### src/rtl/alu_mc.sv
// alu_mc: multi-cycle MIPS ALU with iterative mul/div into HI/LO; ALU_MC_FAST_MUL_EN selects a single-cycle multiplier
module alu_mc #(
  parameter int DATA_WIDTH = 32,
  localparam int SHAMT_WIDTH = $clog2(DATA_WIDTH)
) (
  input  logic                   clk,
  input  logic                   reset,
  input  logic                   start_i,
  input  logic [3:0]             alu_operation_i,
  input  logic [DATA_WIDTH-1:0]  a_i,
  input  logic [DATA_WIDTH-1:0]  b_i,
  input  logic [SHAMT_WIDTH-1:0] shamt_i,
  output logic [DATA_WIDTH-1:0]  alu_data_o,
  output logic                   zero_o,
  output logic                   overflow_o,
  output logic                   div_zero_o,
  output logic [DATA_WIDTH-1:0]  hi_o,
  output logic [DATA_WIDTH-1:0]  lo_o,
  output logic                   busy_o,
  output logic                   done_o
);
  localparam int W = DATA_WIDTH;
  typedef enum logic [1:0] {IDLE, RUN, DONE} state_t;
  state_t state, state_d;
  logic [W-1:0] acc, acc_d, q, q_d, mb, a_r, ma_c, mb_c, sum, dif, simple, quo, rem, hi_f, lo_f;
  logic [W:0] sum_m, rs, df;
  logic [2*W-1:0] prod, prod_s, pfs;
  logic [SHAMT_WIDTH-1:0] cnt;
  logic div_r, neg_q, neg_r, dz_r, ovf_c, is_md, is_mul, sgn, neg_c, last, fast;
  assign is_md  = alu_operation_i[3] & (alu_operation_i[2] ^ alu_operation_i[1]);
  assign is_mul = alu_operation_i[3:1] == 3'b101;
  assign sgn    = alu_operation_i[0];
  assign ma_c   = (sgn & a_i[W-1]) ? -a_i : a_i;
  assign mb_c   = (sgn & b_i[W-1]) ? -b_i : b_i;
  assign neg_c  = sgn & (a_i[W-1] ^ b_i[W-1]);
  assign last   = cnt == SHAMT_WIDTH'(W - 1);
  assign busy_o = state == RUN;
  assign done_o = state == DONE;
  assign sum    = a_i + b_i;
  assign dif    = a_i - b_i;
`ifdef ALU_MC_FAST_MUL_EN
  logic [2*W-1:0] pf;
  assign pf   = {{W{1'b0}}, ma_c} * {{W{1'b0}}, mb_c};
  assign pfs  = neg_c ? -pf : pf;
  assign fast = is_mul;
`else
  assign pfs  = '0;
  assign fast = 1'b0;
`endif
  // acc:q is the product shift register for multiply and remainder:quotient for divide
  assign sum_m  = {1'b0, acc} + (q[0] ? {1'b0, mb} : '0);
  assign rs     = {acc, q[W-1]};
  assign df     = rs - {1'b0, mb};
  assign acc_d  = div_r ? (df[W] ? rs[W-1:0] : df[W-1:0]) : sum_m[W:1];
  assign q_d    = div_r ? {q[W-2:0], ~df[W]} : {sum_m[0], q[W-1:1]};
  assign prod   = {acc_d, q_d};
  assign prod_s = neg_q ? -prod : prod;
  assign quo    = neg_q ? -q_d : q_d;
  assign rem    = neg_r ? -acc_d : acc_d;
  assign hi_f   = div_r ? (dz_r ? a_r : rem) : prod_s[2*W-1:W];
  assign lo_f   = div_r ? (dz_r ? '1 : quo) : prod_s[W-1:0];
  // single-cycle results and add/sub signed overflow
  always_comb begin
    simple = '0;
    ovf_c  = 1'b0;
    case (alu_operation_i)
      4'b0011: begin
        simple = sum;
        ovf_c  = (a_i[W-1] == b_i[W-1]) && (sum[W-1] != a_i[W-1]);
      end
      4'b0101: begin
        simple = dif;
        ovf_c  = (a_i[W-1] != b_i[W-1]) && (dif[W-1] != a_i[W-1]);
      end
      4'b0000: simple = {b_i[W/2-1:0], {(W/2){1'b0}}};
      4'b0001: simple = a_i | b_i;
      4'b0110: simple = a_i & b_i;
      4'b0111: simple = ~(a_i | b_i);
      4'b0010: simple = b_i << shamt_i;
      4'b0100: simple = b_i >> shamt_i;
      4'b1001: simple = $signed(b_i) >>> shamt_i;
      4'b1000: simple = {{(W-1){1'b0}}, $signed(a_i) < $signed(b_i)};
      default: simple = '0;
    endcase
  end
  // state register
  always_ff @(posedge clk) state <= reset ? IDLE : state_d;
  // next state: DONE accepts a new start just like IDLE
  always_comb begin
    state_d = IDLE;
    if (state == RUN) state_d = last ? DONE : RUN;
    else if (start_i) state_d = (is_md && !fast) ? RUN : DONE;
  end
  // operand latch, iteration step and result registers
  always_ff @(posedge clk) begin
    if (reset) begin
      {acc, q, mb, a_r, cnt, div_r, neg_q, neg_r, dz_r} <= '0;
      {alu_data_o, zero_o, overflow_o, div_zero_o, hi_o, lo_o} <= '0;
    end else if (state == RUN) begin
      acc <= acc_d;
      q   <= q_d;
      cnt <= cnt + SHAMT_WIDTH'(1);
      if (last) begin
        hi_o       <= hi_f;
        lo_o       <= lo_f;
        alu_data_o <= lo_f;
        zero_o     <= lo_f == '0;
        overflow_o <= 1'b0;
        if (div_r) div_zero_o <= dz_r;
      end
    end else if (start_i && is_md && !fast) begin
      acc   <= '0;
      q     <= ma_c;
      mb    <= mb_c;
      a_r   <= a_i;
      cnt   <= '0;
      div_r <= alu_operation_i[2];
      neg_q <= neg_c;
      neg_r <= sgn & a_i[W-1];
      dz_r  <= b_i == '0;
    end else if (start_i && fast) begin
      hi_o       <= pfs[2*W-1:W];
      lo_o       <= pfs[W-1:0];
      alu_data_o <= pfs[W-1:0];
      zero_o     <= pfs[W-1:0] == '0;
      overflow_o <= 1'b0;
    end else if (start_i) begin
      alu_data_o <= simple;
      zero_o     <= simple == '0;
      overflow_o <= ovf_c;
    end
  end
endmodule

### config.mk
export PLATFORM = sky130hd
export DESIGN_NAME = alu_mc
export DESIGN_NICKNAME = d
export VERILOG_FILES = /design/src/rtl/alu_mc.sv
export SDC_FILE = /design/constraint.sdc
export NUM_CORES = 1
export LEC_CHECK = 0
export ABC_AREA = 1
export ABC_CLOCK_PERIOD_IN_PS = 7920
export CELL_PAD_IN_SITES_DETAIL_PLACEMENT = 2
export CELL_PAD_IN_SITES_GLOBAL_PLACEMENT = 2
export CORE_MARGIN = 1
export CORE_UTILIZATION = 34
export DETAILED_ROUTE_END_ITERATION = 8
export PLACE_DENSITY = 0.92
export SYNTH_ARGS = -nofsm -noshare
export SYNTH_HDL_FRONTEND = slang
export SYNTH_SLANG_ARGS = --single-unit
### constraint.sdc
create_clock -name clk -period 7.92 [get_ports clk]
set_clock_uncertainty 0.1 [all_clocks]
set_input_delay 0.792 -clock clk [delete_from_list [all_inputs] [get_ports clk]]
set_output_delay 0.792 -clock clk [all_outputs]
set_load 0.005 [all_outputs]
Yosys cells after proc, flatten, opt, wreduce, memory -nomap -nowiden
Cells that the tools add are included.
{ "totals": {"ff_bits": 238, "inputBits": 76, "out_inout_bits": 101, "elab_cells": 109} }
{ "op_classes": {"addsub": 10, "magnitude_cmp": 1, "n_eq_ne": 18, "n_shift": 3, "mux": 37, "bitwise": 11, "reduce_logical": 13} }
{ "ops": {"columns": ["operator", "n"], "rows": [
  ["two-way mux 32 bit", 20],
  ["one-hot mux 32 bit (10 select lines)", 1],
  ["negator 32 bit", 4],
  ["logical NOT 32 bit", 3],
  ["two-way mux 64 bit", 1],
  ["negator 64 bit", 1],
  ["adder 32 x 32 -> 33 bit", 1],
  ["subtractor 33 x 32 -> 33 bit", 1],
  ["adder 32 bit", 1],
  ["AND 32 bit", 1],
  ["less-than comparator 32 bit", 1],
  ["NOT 32 bit", 1],
  ["bitwise OR 32 bit", 1],
  ["left shift 32 x 5 -> 32 bit", 1],
  [">> shifter 32 x 5 -> 32 bit", 1],
  [">>> shifter 32 x 5 -> 32 bit", 1],
  ["subtractor 32 bit", 1],
  ["== test 4 x 3 -> 1 bit (second input constant)", 4],
  ["two-way mux 5 bit", 2],
  ["== test 4 x 2 -> 1 bit (second input constant)", 2],
  ["== test 4 bit (second input constant)", 2],
  ["two-way mux 1 bit", 8],
  ["two-way mux 2 bit", 4],
  ["AND reduction 3 bit", 2],
  ["17 further kinds", 28]
]} }

Logic depth before layout (Yosys ltp)
Gate-level depths: netlist of run 1.
{ "logic_depth": {"depth_word": 10, "mapped_depth": 38, "depth_no_buf": 37} }

Worst setup path before layout of run 1
No wires, ideal clock.
{ "synth_path": {"kind": "register to register", "start": "register q[31]", "end": "register hi_o[14]", "setup_ps": 119, "arrival_ps": 3801, "t_required_ps": 7701, "slack_ps": 3899, "path_stages_with_launch": 32, "n_path_buf": 1, "synth_period_minus_slack_ps": 4021, "path_cell_list": "dfxtp_1 -> inv_1 -> ha_1 -> inv_1 -> fa_1 -> nand3_1 -> nand3_2 -> nand2_1 -> nand2_2 -> nand2_2 -> nand2_4 -> nand2_4 -> nand3_2 -> nand3_2 -> buf_4 -> nand2_1 -> inv_1 -> ha_1 -> nand3_1 -> inv_1 -> nand2_1 -> nor2_2 -> nand4_2 -> nor4_4 -> nand4_2 -> nor2_1 -> nand2_1 -> o21ai_2 -> xor2_1 -> nand2_1 -> nand2_1 -> a21oi_1"} }
{ "synth_via": {"elab_chain_cells": 7, "elab_cells_between_ends": 11, "classes_between": "add/sub: 3; mux: 7; bitwise: 1"} }
{ "synth_rtl": {"columns": ["element", "line_no", "source"], "rows": [
  ["start, declared", "25", "logic [W-1:0] acc, acc_d, q, q_d, mb, a_r, ma_c, mb_c, sum, dif, simple, quo, rem, hi_f, lo_f;"],
  ["start signal, assigned", "101", "q <= q_d;"],
  ["start signal, assigned", "113", "q <= ma_c;"],
  ["subtractor 33 x 32 -> 33 bit", "53", "assign df = rs - {1'b0, mb};"],
  ["two-way mux 32 bit (2 in series)", "54", "assign acc_d = div_r ? (df[W] ? rs[W-1:0] : df[W-1:0]) : sum_m[W:1];"],
  ["negator 32 bit", "59", "assign rem = neg_r ? -acc_d : acc_d;"],
  ["two-way mux 32 bit", "59", null],
  ["two-way mux 32 bit", "60", "assign hi_f = div_r ? (dz_r ? a_r : rem) : prod_s[2*W-1:W];"],
  ["two-way mux 32 bit *", "60", null],
  ["end signal, assigned", "104", "hi_o <= hi_f;"],
  ["end signal, assigned", "122", "hi_o <= pfs[2*W-1:W];"],
  ["end, declared", "17", "output logic [DATA_WIDTH-1:0] hi_o,"]
]} }
Every way passes the cells marked *; elsewhere a longest branch is shown, timed or not.
A chain may end at the register's enable or synchronous reset.

Worst setup path after layout of run 1
Same ends and word-level chain as after synthesis.

==> results of run 1 <==
[final timing paths]
kind,from,end,cells past startpoint
max reg2reg,q[31]$_SDFFE_PP0P_,hi_o[14]$_SDFFE_PP0P_,30
max,q[31]$_SDFFE_PP0P_,hi_o[14]$_SDFFE_PP0P_,30
min,overflow_o$_SDFFE_PP0P_,overflow_o$_SDFFE_PP0P_,2
min reg2reg,overflow_o$_SDFFE_PP0P_,overflow_o$_SDFFE_PP0P_,2
[synth_stat cells, types with 7 or more instances]
library cell and count:
sky130_fd_sc_hd__nand3b_1 16, sky130_fd_sc_hd__nand2_2 34, sky130_fd_sc_hd__or2_2 23, sky130_fd_sc_hd__nor2_1 519, sky130_fd_sc_hd__o21ai_0 421, sky130_fd_sc_hd__dfxtp_1 238, sky130_fd_sc_hd__nor4_1 12, sky130_fd_sc_hd__o31ai_1 8
sky130_fd_sc_hd__buf_2 19, sky130_fd_sc_hd__nand3_1 402, sky130_fd_sc_hd__mux2i_1 8, sky130_fd_sc_hd__inv_1 679, sky130_fd_sc_hd__nor2_2 19, sky130_fd_sc_hd__o221ai_1 25, sky130_fd_sc_hd__nor3_1 59, sky130_fd_sc_hd__o21a_1 32
sky130_fd_sc_hd__o21bai_1 13, sky130_fd_sc_hd__clkbuf_1 161, sky130_fd_sc_hd__xnor2_1 11, sky130_fd_sc_hd__a211oi_1 27, sky130_fd_sc_hd__ha_1 166, sky130_fd_sc_hd__buf_1 35, sky130_fd_sc_hd__nand4_1 47, sky130_fd_sc_hd__xor2_1 44
sky130_fd_sc_hd__a221oi_1 18, sky130_fd_sc_hd__buf_6 9, sky130_fd_sc_hd__a31oi_1 38, sky130_fd_sc_hd__nand2_1 1707, sky130_fd_sc_hd__nand2_4 7, sky130_fd_sc_hd__a21oi_1 413, sky130_fd_sc_hd__o211ai_1 24, sky130_fd_sc_hd__o2111ai_1 15
sky130_fd_sc_hd__o22ai_1 24, sky130_fd_sc_hd__inv_2 12, sky130_fd_sc_hd__o21ai_1 16
[layout make-up]
class	instances	area (um2)	area share [%]
antenna	10	25.0	0.0756
clock buffer	38	821	2.48
clock inverter	17	270	0.817
inverter	697	2620	7.92
multi-input combinational	4222	21000	63.5
sequential	238	4770	14.4
tap	1144	1430	4.33
timing repair buffer	227	2130	6.43
[stage by stage]
stage	cell area [um2]	cells	setup WS, ns	hold slack [ns]
4_1_cts	33100	6583	1.29	0.375
6_report	33100	6593	0.836	0.378
3_5_place_dp	32000	6528	1.64	0.367
3_3_place_gp	32000	6528	2.49	0.344
2_1_floorplan	29400	5387	3.90	0.330
5_1_grt	33100	6583	0.833	0.393
[power groups by stage]
stage	logic, mW	clock network (mW)	registers [mW]
4_1_cts	2.02	1.63	1.30
5_1_grt	2.22	1.68	1.30
6_report	2.15	1.66	1.30
2_1_floorplan	1.16	0	1.28
3_3_place_gp	1.82	0	1.31
3_5_place_dp	1.94	0	1.32
[registers in the layout (all words and copies together), names as in the netlist]
register    cells
a_r            32
neg_r           1
alu_data_o     32
zero_o          1
div_zero_o      1
acc            32
neg_q           1
hi_o           32
q              32
div_r           1
overflow_o      1
dz_r            1
state           2
cnt             5
mb             32
lo_o           32
[cell usage in the layout (no fill, tap or decap), drive strengths merged, types with 8 or more instances in the layout]
master,count
mux2i,8
a211oi,27
a221oi,18
o221ai,25
nor2,541
or2,26
o211ai,24
o22ai,24
diode,10
buf,55
o2111ai,15
nand4,49
o21ai,444
a31oi,38
clkbuf,38
inv,690
nand3,408
o21a,32
xor2,44
dfxtp,238
o21bai,13
ha,166
nand3b,16
clkinv,17
xnor2,11
o31ai,8
nand2,1748
nor4,13
a21oi,419
nor3,60
clkdlybuf4s50,172
[worst min-delay path, stage by stage (launching register included)]
cell and delay, ns:
sky130_fd_sc_hd__dfxtp_1 0.31, sky130_fd_sc_hd__nand2_1 0.06, sky130_fd_sc_hd__a21oi_1 0.06
[kinds of logic after synthesis]
group                    after synthesis  synth area share [%]
multiplexers                           8                 0.273
flip-flops                           238                  16.2
adder cells (fa/ha/maj)              170                  7.35
buffers and inverters                927                  12.2
AND/OR/NAND/NOR                     2869                  40.6
AO/OA/AOI/OAI                       1120                  21.6
XOR/XNOR                              55                  1.64
[per-layer routing]
layer	track usage, %	vias to the layer above	share of wire [%]
li1	-	17600	-
met5	0.388	-	0.16
met2	76.9	2893	43
met1	51.5	20900	35
met3	18.4	1464	9.9
met4	49.5	26	12
==> results.md, run 1 <==
* Buffers inserted by post-CTS timing repair at 0
* Number of max-capacitance violations reported at 1
* Critical Path RT at 8.39 ns
* Cell type with the largest total area after synthesis: sky130_fd_sc_hd__nand2_1
* Count of vias placed by the detailed router at 42900
* Data arrival time of the critical path at 7.55 ns
* Yosys warns at 0
* Post-cts sizing count at 0
* Run status: finished with violations
* Number of detailed-routing iterations run before antenna repair at 6
* Portion of synthesized cell area occupied by the leading cell type at 21.8%
* Number of cells produced by synthesis at 5387
* Bufs and invs on worst path at 4
* Routed wirelength normalized by instance count at 33.6 um
* Setup repair after global routing missed its margin: false
* Path type of the worst setup path: register to register
* Startpoint types: register
* Sinks on the clock net at 238
* Share of synthesized registers carrying an async set or reset at 0%
* Tightest Pin Transition at 1.55 ns
* Cell Int Power at 2.68 mW
* Hold_buf cts at 0
* HP Class: register to register
* Area added between synthesis and finish at 12.7%
* Antenna violation net count after detailed routing at 0
* Clock latency of the later-clocked register in the worst-skew pair at 0.69 ns
* DRC at 0
* Final worst-path cycle share at 89.4%
* Count of state elements after synthesis at 238
* Number of filler cells placed in the layout at 11000
* Die width at 296 um
* Dominant cells by area after synthesis: sky130_fd_sc_hd__nand2_1, sky130_fd_sc_hd__dfxtp_1, sky130_fd_sc_hd__inv_1
* Share of layout cells above drive strength 1 at 4.38%
* Total negative slack for setup checks at 0 ns
* Count of flip-flops with a built-in enable after synthesis at 0
* Total power density per cell area at 155 nW/um2
* Period minus WS final at 7.08 ns
* Maximum cell stage delay along the critical path at 0.60 ns
* Most common cell on crit path: sky130_fd_sc_hd__nand2_1
* Maximum count of clock buffers along a single path at 3
* Mean Syn Cell Area at 5.45 um2
* Switching power as a share of total power at 47.5%
* Clock transition time at the flip-flop clock pins of the worst setup and hold paths at 0.07 ns
* Kind of cell adding the most delay to the critical path: simple AND/OR/NAND/NOR gates
* Setup slack on the worst flop-to-flop path at 0.84 ns
* Post-synthesis net count at 5633
* Crit path capture type: register
* Die outline area at 87500 um2
* Boundary pin count at 177
* Effective utilization at floorplan at 34.4%
* Slew Limit Fails at 2
* Deepest level of the CTS H-tree at 1
* Clock group share of total power at 32.4%
* Sequential fraction of design power at 25.5%
* CP Max Fanout at 15
* CTS buffer count at 30
* Share of the yosys chip area belonging to registers at 16.2%
* Clock tree from TritonCTS: built
* Final setup fails at 0
* Number of DRC markers after the initial detailed-route iteration at 4434
* Leakage power summed over all cells at 16.4 nW
* HPWL Detailed at 158000 um
* Cell type of the slowest stage on the worst timing path: sky130_fd_sc_hd__nand3_2
* Number of unique standard cell types used by synthesis at 66
* Relative contribution of combinational cells to total power at 42.1%
* GRT Overall Usage at 49.8%
* Wire length of the first global-routing pass at 320000 um
* Failing checks: capacitance limit, slew limit
* Post-synthesis instance area at 29400 um2
* Clock Tree Root: sky130_fd_sc_hd__clkbuf_16
* Number of vias per cell at 6.50
* Total congestion overflow at 0
* Core region area at 85300 um2
* Worst vdd rail ir drop at 0.176 mV
* Total Wirelength at 222000 um
* Pin count of the biggest net entering global routing at 83
* Post-layout util at 38.8%
* Fin. Hold Viols at 0
* Antenna violations before repair at 21
* Standard-cell rows at 107
* Routability congestion estimate at 1.07
* Most used flip-flop cell after synthesis: sky130_fd_sc_hd__dfxtp_1
* Vias in the first global route at 46400
* Vert. Die Dim at 296 um
* Port-buffer cells at 176
* Overall Power at 5.11 mW
* Normalized max-slew margin at -3.54%
* Max frequency at 141 MHz
* Sw Pwr at 2.43 mW
* Net total in the final layout at 5662
Power figures use the tool's default switching activity.
==> run 2, diff against run 1 <==
--- a/config.mk
+++ b/config.mk
@@ -12,7 +12,8 @@
 export CORE_MARGIN = 1
 export CORE_UTILIZATION = 34
 export DETAILED_ROUTE_END_ITERATION = 8
-export PLACE_DENSITY = 0.92
+export GPL_TIMING_DRIVEN = 0
+export PLACE_DENSITY = 0.89
 export SYNTH_ARGS = -nofsm -noshare
 export SYNTH_HDL_FRONTEND = slang
 export SYNTH_SLANG_ARGS = --single-unit
==> run 2 against run 1 <==
Effect of this change:
- the run still ends with capacitance limit, slew limit left
- via count grew 0.56%
- total power fell by 2.5%
- hold slack barely moved
- wire length grew 2.7%
- first-iteration DRC count decreased by 2.9%
- critical endpoint is now hi_o[30]$_SDFFE_PP0P_
==> results.md, run 2 (synthesized netlist as in run 1, its figures left out) <==
* Run status: finished with violations
* Failing checks: capacitance limit, slew limit
* Most used cells in the layout excluding fill and tap cells: sky130_fd_sc_hd__nand2_1, sky130_fd_sc_hd__inv_1, sky130_fd_sc_hd__nor2_1
* Max frequency at 145 MHz (+2.5%)
* Antenna violation net count after detailed routing at 0 (unchanged)
* Critical Path RT at 8.33 ns (-0.06 ns)
* Non-filler instance count after layout at 6767 (+2.6%)
* Total negative slack for setup checks at 0 ns (unchanged)
* Port-buffer cells at 173 (-1.7%)
* Core region area at 85300 um2 (unchanged)
* Worst Hold Depth at 2 (unchanged)
* Area added between synthesis and finish at 14.2%
* Routability congestion estimate at 1.04 (-2.8%)
* Setup repair after global routing missed its margin: false
* Number of vias per cell at 6.37 (-2.0%)
* Worst vdd rail ir drop at 0.194 mV (+10%)
* Final setup fails at 0 (unchanged)
* Maximum count of clock buffers along a single path at 3 (unchanged)
* Reg-to-reg endpoint: hi_o[30]$_SDFFE_PP0P_
* Path depth of the worst reg2reg path at 29 (-3.3%)
* Total power density per cell area at 149 nW/um2 (-3.7%)
* Count of vias placed by the detailed router at 43100 (+0.56%)
* Maximum cell stage delay along the critical path at 0.52 ns (-0.08 ns)
* Clock transition time at the flip-flop clock pins of the worst setup and hold paths at 0.07 ns (about the same)
* Period minus WS final at 6.91 ns (-0.171 ns)
* Slew Limit Fails at 11 (+9)
* Wire length of the first global-routing pass at 323000 um (+0.78%)
* Boundary pin count at 177 (unchanged)
* Die outline area at 87500 um2 (unchanged)
* CTS buffer count at 30 (unchanged)
* Pin count of the biggest net entering global routing at 17 (-80%)
* Startpoint types: register
* Clock tree from TritonCTS: built
* FF-to-FF Start: mb[31]$_SDFFE_PP0P_
* Cell type of the slowest stage on the worst timing path: sky130_fd_sc_hd__nand3_2
* Effective utilization at floorplan at 34.4% (unchanged)
* CP Max Fanout at 10 (-5)
* Crit path capture type: register
* Setup slack on the worst flop-to-flop path at 1.01 ns (+0.17 ns)
* Number of max-capacitance violations reported at 1 (unchanged)
* Antenna violations before repair at 18 (-14%)
* Tightest Pin Transition at 1.51 ns (-0.0414 ns)
* Min-delay src: a_r[7]$_SDFFE_PP0P_
* Number of detailed-routing iterations run before antenna repair at 6 (unchanged)
* Total congestion overflow at 0 (unchanged)
* Number of DRC markers after the initial detailed-route iteration at 4306 (-2.9%)
* HP Class: register to register
* Clock Tree Root: sky130_fd_sc_hd__clkbuf_16
* End point of the worst hold path: a_r[7]$_SDFFE_PP0P_
* Hold_buf cts at 0 (unchanged)
* Net total in the final layout at 5838 (+3.1%)
* Pre-CTS setup slack at 1.74 ns (+0.100 ns)
* Share of layout cells above drive strength 1 at 3.69% (-0.69 points)
* Path type of the worst setup path: register to register
* Vias in the first global route at 45700 (-1.5%)
* Die width at 296 um (unchanged)
* CP startpoint: mb[31]$_SDFFE_PP0P_
* Standard-cell rows at 107 (unchanged)
* Most common cell on crit path: sky130_fd_sc_hd__nand2_1
* GRT Overall Usage at 50.9% (+1.1 points)
* Vert. Die Dim at 296 um (unchanged)
* Final worst-path cycle share at 87.3% (-2.2 points)
* Post-cts sizing count at 0 (unchanged)
* HPWL Detailed at 177000 um (+12%)
* Worst setup slack after layout at 1.01 ns (+0.171 ns)
* Fin. Hold Viols at 0 (unchanged)
* Leakage power summed over all cells at 16.5 nW (+0.45%)
* Data arrival time of the critical path at 7.32 ns (-0.23 ns)
* Sinks on the clock net at 238 (unchanged)
* Cells after DPL at 6704 (+2.7%)
* Buffers inserted by post-CTS timing repair at 0 (unchanged)
* Post-layout util at 39.3% (+0.51 points)
* Normalized max-slew margin at -0.776% (+2.8 points)
* Most common cell after layout, fill and taps aside: sky130_fd_sc_hd__nand2_1
* Deepest level of the CTS H-tree at 1 (unchanged)
* Routed wirelength normalized by instance count at 33.6 um (about the same)
* Clock latency of the later-clocked register in the worst-skew pair at 0.67 ns (-0.02 ns)
* Overall Power at 4.99 mW (-2.5%)
* Total Wirelength at 228000 um (+2.7%)
* DRC at 0 (unchanged)
## run 2: worst max-delay path by stage
stage                                  endpoint  slack, ns  cells after the start
after detailed placement    zero_o$_SDFFE_PP0P_       1.74                     22
after CTS                 hi_o[30]$_SDFFE_PP0P_       1.76                     33
after global placement      zero_o$_SDFFE_PP0P_       1.79                     22
final                     hi_o[30]$_SDFFE_PP0P_       1.01                     29
after global routing      hi_o[30]$_SDFFE_PP0P_       0.95                     31
after floorplan           hi_o[14]$_SDFFE_PP0P_       3.90                     31
## run 2: per-layer routing
layer	global-route usage [%]	vias up	part of all wire, %
met5	0	-	0.055
met4	43.6	22	10
met3	15.1	1206	10
met2	79.1	2786	43
met1	57.0	21100	37
li1	-	17900	-
## run 2: stage by stage
stage / hold WS (ns) / area [um2]
final: 0.378 / 33500
after global routing: 0.395 / 33500
after CTS: 0.378 / 33500
after detailed placement: 0.355 / 32500
after global placement: 0.347 / 32500
after floorplan: 0.330 / 29400
## run 2: layout make-up
cell class | instances | area (um2)
timing repair buffer | 173 | 1730
buffer | 230 | 977
clock inverter | 19 | 194
sequential | 238 | 4760
inverter | 697 | 2620
tap | 1144 | 1430
multi-input combinational | 4222 | 21000
antenna | 7 | 17.5
fill | 11200 | 51800
clock buffer | 37 | 797
## run 2: power breakdown
part | internal (mW) | switching (mW)
Combinational | 0.525 | 1.67
Sequential | 1.24 | 0.0541
Clock | 0.788 | 0.709
Total | 2.55 | 2.44
## run 2: worst max-delay path, delay by kind of cell, from the launching register on
| family | cells | cell delay (ns) |
|---|---|---|
| AO/OA/AOI/OAI | 3 | 1.10 |
| adder cells (fa/ha/maj) | 2 | 0.62 |
| flip-flops | 1 | 0.51 |
| AND/OR/NAND/NOR | 19 | 3.32 |
| buffers and inverters | 5 | 1.04 |
